--- src/rtl/spi_bridge.sv ---
// SPI mode-0 slave bridge: oversamples sclk/cs_n/mosi in the clk domain, delivers
// received bytes to the instruction decoder and shifts decoder bytes out on miso.
module spi_bridge #(
  parameter int unsigned SYNC_STAGES = 2
) (
  input  logic       clk,
  input  logic       rst_n,
  input  logic       sclk,
  input  logic       cs_n,
  input  logic       mosi,
  output logic       miso,
  output logic       byte_sync,
  output logic [7:0] data_in,
  input  logic [7:0] data_out
);

  localparam int unsigned CNT_W  = 3;
  localparam int unsigned BYTE_W = 8;

  typedef enum logic {IDLE, ACTIVE} state_t;

  logic [SYNC_STAGES-1:0] sclk_q, cs_q, mosi_q;
  logic                   sclk_d, cs_d;
  logic                   sclk_s, cs_s, mosi_s;
  logic                   sclk_rise, sclk_fall, cs_rise, cs_fall;

  state_t              state, state_n;
  logic [CNT_W-1:0]    bit_cnt, bit_cnt_n;
  logic [BYTE_W-1:0]   rx, rx_n, tx, tx_n, data_in_n;
  logic                byte_sync_n, miso_n, reload, reload_n;

  // Synchronizer chains plus one edge-detect flop on sclk and cs_n
  always_ff @(posedge clk or negedge rst_n) begin
    if (!rst_n) begin
      sclk_q <= '0;
      cs_q   <= '1;
      mosi_q <= '0;
      sclk_d <= 1'b0;
      cs_d   <= 1'b1;
    end else begin
      sclk_q <= {sclk_q[SYNC_STAGES-2:0], sclk};
      cs_q   <= {cs_q[SYNC_STAGES-2:0], cs_n};
      mosi_q <= {mosi_q[SYNC_STAGES-2:0], mosi};
      sclk_d <= sclk_s;
      cs_d   <= cs_s;
    end
  end

  assign sclk_s    = sclk_q[SYNC_STAGES-1];
  assign cs_s      = cs_q[SYNC_STAGES-1];
  assign mosi_s    = mosi_q[SYNC_STAGES-1];
  assign sclk_rise = sclk_s & ~sclk_d;
  assign sclk_fall = ~sclk_s & sclk_d;
  assign cs_rise   = cs_s & ~cs_d;
  assign cs_fall   = ~cs_s & cs_d;

  always_ff @(posedge clk or negedge rst_n) begin
    if (!rst_n) begin
      state     <= IDLE;
      bit_cnt   <= '0;
      rx        <= '0;
      tx        <= '0;
      reload    <= 1'b0;
      data_in   <= '0;
      byte_sync <= 1'b0;
      miso      <= 1'b0;
    end else begin
      state     <= state_n;
      bit_cnt   <= bit_cnt_n;
      rx        <= rx_n;
      tx        <= tx_n;
      reload    <= reload_n;
      data_in   <= data_in_n;
      byte_sync <= byte_sync_n;
      miso      <= miso_n;
    end
  end

  // Next-state: a cs_n rise pre-empts any sclk edge seen in the same cycle
  always_comb begin
    state_n     = state;
    bit_cnt_n   = bit_cnt;
    rx_n        = rx;
    tx_n        = tx;
    reload_n    = reload;
    data_in_n   = data_in;
    byte_sync_n = 1'b0;
    case (state)
      IDLE: begin
        if (cs_fall) begin
          state_n   = ACTIVE;
          bit_cnt_n = '0;
          tx_n      = data_out;
          reload_n  = 1'b0;
        end
      end
      ACTIVE: begin
        if (cs_rise) begin
          state_n   = IDLE;
          bit_cnt_n = '0;
          reload_n  = 1'b0;
        end else begin
          if (sclk_rise) begin
            rx_n      = {rx[BYTE_W-2:0], mosi_s};
            bit_cnt_n = CNT_W'(bit_cnt + CNT_W'(1));
            if (bit_cnt == CNT_W'(7)) begin
              data_in_n   = {rx[BYTE_W-2:0], mosi_s};
              byte_sync_n = 1'b1;
              reload_n    = 1'b1;
            end
          end
          if (sclk_fall) begin
            if (reload) begin
              tx_n     = data_out;
              reload_n = 1'b0;
            end else begin
              tx_n = {tx[BYTE_W-2:0], 1'b0};
            end
          end
        end
      end
      default: state_n = IDLE;
    endcase
    miso_n = (state_n == ACTIVE) ? tx_n[BYTE_W-1] : 1'b0;
  end

endmodule

--- config.mk ---
export PLATFORM = sky130hd
export DESIGN_NAME = spi_bridge
export DESIGN_NICKNAME = d
export VERILOG_FILES = /design/src/rtl/spi_bridge.sv
export SDC_FILE = /design/constraint.sdc
export NUM_CORES = 1
export LEC_CHECK = 0
export CORE_MARGIN = 3
export CORE_UTILIZATION = 40
export CTS_BUF_LIST = sky130_fd_sc_hd__clkbuf_2 sky130_fd_sc_hd__clkbuf_4 sky130_fd_sc_hd__clkbuf_8
export CTS_CLUSTER_DIAMETER = 60
export DETAILED_ROUTE_END_ITERATION = 8
export PLACE_DENSITY = 0.62
export SYNTH_ARGS = -nofsm -noshare
export SYNTH_HDL_FRONTEND = slang
export SYNTH_SLANG_ARGS = --single-unit
--- constraint.sdc ---
create_clock -name clk -period 3.6 [get_ports clk]
set_input_delay 0.72 -clock clk [delete_from_list [all_inputs] [get_ports clk]]
set_output_delay 0.72 -clock clk [all_outputs]
set_load 0.03 [all_outputs]
==> flow_summary.yaml, run 1 <==
synth:
  synth_top_family_by_area: "simple AND/OR/NAND/NOR gates"
  synth-compound-area-share: 0.130
  syn_area_sq_um: 1540
  syn_avg_cell_area_sq_um: 12.3
  synth_mux_area_frac: 0.0795
  synth_area_leaders: "dfrtp_1 (57%), mux2_2 (7.3%), nand2_1 (6.1%), dfstp_2 (5.1%), a221o_1 (3.9%)"
  synth_flop_cell: "dfrtp_1"
  ys.warnings.count: 0
  synth_top_area_cell: "dfrtp_1"
  synth.distinct_cells: 29
  synth-xor-area-share: 0
  yosys.area_share.simple: 0.135
  synth_top_area_frac: 0.568
  ys_seq_area_frac: 0.619
  syn-num-nets: 140
  synthAdderAreaFrac: 0.0162
  synth_edf_count: 0
  synthArstFlopShare: 1.00
  synthCells: 125
  synth-seq-cells: 38
timing:
  max_freq_mhz: 488
  finalSetupViolCount: 0
  setup_slack_ns: 1.55
  slew_viol_final: 0
  tightestPinTransition_ns: 0.641
  fin_crit_sh: 0.569
  hold_viol: 0
  slew_headroom: 0.570
  fin_skew_ns: 0.00629
  fin_tns_setup_ns: 0
  fin_crit_ns: 2.05
  rsz0062_at_grt: "false"
worst_setup_path:
  slowest_stage: "clkdlybuf4s50_1"
  path_cells: "clkdlybuf4s50_1"
  startpoint_type: "flop"
  crit_cells: 1
  reg2reg_depth: 4
  cp.arrival_ns: 1.33
  critical_path_buf_inv_count: 1
  startpoint: "data_in[2]"
  cp_max_fo: 2
  end_kind: "output pin"
  r2r_setup_slack_ns: 1.62
  cp-endpoint: "data_in[2]"
  crit_required_ns: 2.88
  r2r_end: "data_in[2]"
  slowest_delay_ns: 0.68
  reg2reg_from: "state"
  cp_top_family: "buffers and inverters"
  path_class: "flop to output pin"
floorplanning:
  rows: 21
  start_util: 0.438
  die_area_sq_um: 4640
  die_x_um: 68.1
  fp.dieH_um: 68.1
  coreArea_sq_um: 3520
  ios: 23
status:
  status: "completed"
cts:
  clockRootBuffer: "clkbuf_8"
  cts-resized-gates: 0
  cts_sinks: 38
  clk_latency_ns: 0.29
  post-cts-setup-buffers: 0
  clockBufferDepth: 2
  cts_buffers: 5
  cts_tree: "yes"
  htreeDepth: 2
  hold_buffers: 0
  clk_pin_slew_ns: 0.07
flow_run:
  maxCapViolations: 0
drt:
  drc: 0
  drt_iter0_drc: 41
  vias: 1037
  drt_wl_total_mm: 2.77
  viasPerCell: 5.21
  detail-route-antenna-nets: 0
  wl_per_cell_um: 13.9
  drt_pass1_iterations: 4
layout:
  antennaDiodeCount: 0
  finalNetCount: 167
  syn_to_final_growth_pct: 23.7
  stdcell_count: 199
  post-route-util: 0.542
  layout-drive-gt1-share: 0.176
grt:
  antenna_found_initial: 0
  gr-total-overflow: 0
  grt_pass1_vias: 1022
  grt_pass1_wl_mm: 4.61
  grt_max_degree: 39
  track_usage: 0.138
power_and_ir_drop:
  ir_worst_vdd_uv: 261
  powerDensity_nw_per_um2: 487
  p_leak_nw: 0.904
  total_power_mw: 0.930
placed_design:
  dp_cells: 191
  dp_hpwl_mm: 1.95
  post-place-ws_ns: 1.65
  gp_congestion: 0.835
  io_buffers: 22
min_path:
  hold_path_class: "flop to flop"
layer usage:
metal / wire length (um) / part of all wire / vias to the layer above / global-route usage
li1: - / - / 495 / -
met1: 1240 / 0.45 / 515 / 0.167
met2: 1360 / 0.49 / 19 / 0.211
met3: 110 / 0.040 / 8 / 0.0460
met4: 66 / 0.024 / 0 / 0.0844
met5: 0 / 0 / - / 0
cells in the mapped netlist, types with 2 or more instances:
| master | n |
|---|---|
| dfrtp_1 | 35 |
| nand2_1 | 25 |
| mux2_2 | 10 |
| a21boi_0 | 7 |
| a221o_1 | 6 |
| a21oi_1 | 5 |
| inv_1 | 4 |
| a22o_1 | 3 |
| dfstp_2 | 3 |
| nand2b_1 | 3 |
| buf_2 | 2 |
| ha_1 | 2 |
| nor2_1 | 2 |
| nor3_2 | 2 |
| o21ai_0 | 2 |
metrics by stage:
step | hold WS [ns] | cell area [sq um]
global placement | 0.334 | 1810
CTS | 0.354 | 1910
global route | 0.354 | 1910
detailed placement | 0.338 | 1810
floorplan | 0.331 | 1540
finish | 0.352 | 1910
worst min path at each step:
stage | start | endpoint | slack (ns) | cells past startpoint
finish | sclk_q[0] | sclk_q[1] | 0.35 | 0
global route | sclk_q[0] | sclk_q[1] | 0.35 | 0
CTS | sclk_q[0] | sclk_q[1] | 0.35 | 0
detailed placement | sclk_q[0] | sclk_q[1] | 0.34 | 0
global placement | sclk_q[0] | sclk_q[1] | 0.33 | 0
floorplan | mosi_q[0] | mosi_q[1] | 0.33 | 0
layout by cell type, fill, tap and decap left out, drive strengths merged, types with 4 or more instances in the layout:
master / instances
dfrtp: 35
nand2: 26
clkdlybuf4s50: 22
mux2: 10
clkbuf: 8
a21boi: 7
a221o: 6
a21oi: 5
inv: 4
flip-flops by register name, indices dropped and copies added, names as in the netlist, 2 cells and up:
signal	flops
data_in	8
tx	8
rx	7
bit_cnt	3
cs_q	2
mosi_q	2
sclk_q	2
power by group:
group | internal, mW | leakage (nW) | switching [mW]
Sequential | 0.480 | 0.489 | 0.0377
Clock | 0.171 | 0.0523 | 0.137
Combinational | 0.0551 | 0.362 | 0.0487
Total | 0.706 | 0.904 | 0.224
logic make-up (layout without fill, tap and decap cells):
| family | count (synthesis) | after routing |
|---|---|---|
| AND/OR/NAND/NOR | 40 | 40 |
| flip-flops | 38 | 38 |
| AO/OA/AOI/OAI | 27 | 27 |
| multiplexers | 11 | 11 |
| buffers and inverters | 7 | 35 |
| adder cells (fa/ha/maj) | 2 | 2 |
cell type report:
type / count / area [sq um]
clock buffers: 8 / 97.6
inverters: 4 / 15.0
well taps: 46 / 57.6
multi-input cells: 80 / 556
fillers: 312 / 1610
repair buffers: 23 / 228
flip-flops and latches: 38 / 955
worst reg2reg max path: stages, from the launching register on:
cell and delay [ns]:
dfrtp_1 0.51, inv_1 0.15, nor3_2 0.58, nand2_2 0.29
mux2_2 0.34
No activity file was read; power rests on OpenSTA's default activity.
==> run 2: changes to the inputs <==
- clock period: 3.6 -> 2.1 ns (I/O delays scaled with it)
==> flow_summary.yaml, run 2 (same netlist as run 1, synthesis figures left out) <==
flow_run:
  maxCapViolations: 0
drt:
  dr_wl_met3_um: 94
  vias: 1038
  wl_per_cell_um: 13.4
  wl_met1_mm: 1.22
  met2WireLength_mm: 1.31
  highest_layer: "met4"
  drc: 0
  detail-route-antenna-nets: 0
  drt_pass1_iterations: 4
  viasPerCell: 5.19
  drt_wl_total_mm: 2.67
  drt_iter0_drc: 44
worst_setup_path:
  cp_top_family: "buffers and inverters"
  reg2reg_from: "cs_q[1]"
  crit_required_ns: 1.68
  path_cells: "clkdlybuf4s50_1"
  path_class: "flop to output pin"
  slowest_stage: "clkdlybuf4s50_1"
  r2r_setup_slack_ns: 0.44
  cp.arrival_ns: 1.31
  reg2reg_depth: 3
  cp_max_fo: 2
  r2r_end: "tx[4]"
  startpoint: "data_in[1]"
  end_kind: "output pin"
  slowest_delay_ns: 0.67
  startpoint_type: "flop"
  critical_path_buf_inv_count: 1
cts:
  cts_tree: "yes"
  post-cts-setup-buffers: 0
  clockBufferDepth: 2
  clk_latency_ns: 0.28
  clockRootBuffer: "clkbuf_8"
  cts-resized-gates: 0
  cts_buffers: 5
  clk_pin_slew_ns: 0.07
  htreeDepth: 2
  hold_buffers: 0
  cts_sinks: 38
power_and_ir_drop:
  powerDensity_nw_per_um2: 871
  total_power_mw: 1.68
  ir_worst_vdd_uv: 406
  p_leak_nw: 0.916
layout:
  finalNetCount: 168
  final_cell_mix: "dfrtp_1 (35), nand2_1 (25), clkdlybuf4s50_1 (22), mux2_2 (10), a21boi_0 (7)"
  stdcell_area_sq_um: 1930
  antennaDiodeCount: 0
  reg_top3: "data_in (8), tx (8), rx (7)"
  layout-drive-gt1-share: 0.182
  final_common_cell: "dfrtp_1"
  syn_to_final_growth_pct: 25.2
  stdcell_count: 200
grt:
  grt_max_degree: 39
  track_usage: 0.139
  grt_pass1_wl_mm: 4.66
  grt_pass1_vias: 1077
  gr-total-overflow: 0
  antenna_found_initial: 0
timing:
  fin_crit_sh: 0.823
  max_freq_mhz: 578
  rsz0062_at_grt: "false"
  slew_viol_final: 0
  fin_skew_ns: 0.00563
  finalSetupViolCount: 0
  slew_headroom: 0.605
  fin_crit_ns: 1.73
  hold_slack_ns: 0.353
  tightestPinTransition_ns: 0.592
  hold_viol: 0
  fin_tns_setup_ns: 0
placed_design:
  dp_hpwl_mm: 1.86
  gp_congestion: 0.834
  dp_cells: 192
  dpl_cell_area_sq_um: 1820
  io_buffers: 22
min_path:
  hold_path_depth: 0
  hp-start: "mosi_q[0]"
  hold_path_class: "flop to flop"
  whs_endpoint: "mosi_q[1]"
floorplanning:
  fp.dieH_um: 68.1
  die_x_um: 68.1
  start_util: 0.438
  die_area_sq_um: 4640
  coreArea_sq_um: 3520
  rows: 21
  ios: 23
status:
  status: "completed"
==> run 2: cell count changes in the layout (fill, tap and decap cells not counted), sizes merged <==
cell    before  now
buf          1    2
clkbuf       8    7
bufinv       0    1
==> run 2: how the worst max path moves through the flow <==
stage	endpoint	slack, ns	cells after the start
2_1_floorplan	tx[2]	0.61	5
3_3_place_gp	tx[6]	0.54	3
3_5_place_dp	tx[4]	0.47	3
4_1_cts	data_in[1]	0.35	1
5_1_grt	tx[4]	0.31	3
6_report	data_in[1]	0.37	1
==> run 2: layout make-up <==
class / instances / area, sq um
Clock buffer: 7 / 83.8
Clock inverter: 1 / 30.0
Fill cell: 315 / 1590
Inverter: 4 / 15.0
Multi-Input combinational cell: 80 / 556
Sequential cell: 38 / 955
Tap cell: 46 / 57.6
Timing Repair Buffer: 24 / 235
==> run 2: layer usage <==
layer  up-vias  GRT usage
li1        499          -
met1       515      0.168
met2        19      0.225
met3         5     0.0345
met4         0     0.0819
met5         -          0
==> run 2: power breakdown <==
part | switching (mW) | total, mW | internal (mW) | leakage [nW]
Sequential | 0.0630 | 0.886 | 0.823 | 0.489
Clock | 0.237 | 0.617 | 0.381 | 0.0593
Combinational | 0.0839 | 0.179 | 0.0955 | 0.368
Total | 0.383 | 1.68 | 1.30 | 0.916
==> run 2: stage by stage <==
stage / util / setup slack, ns
floorplan: - / 0.607
global placement: 0.516 / 0.541
detailed placement: 0.516 / 0.467
CTS: 0.549 / 0.348
global route: 0.549 / 0.312
finish: 0.549 / 0.371
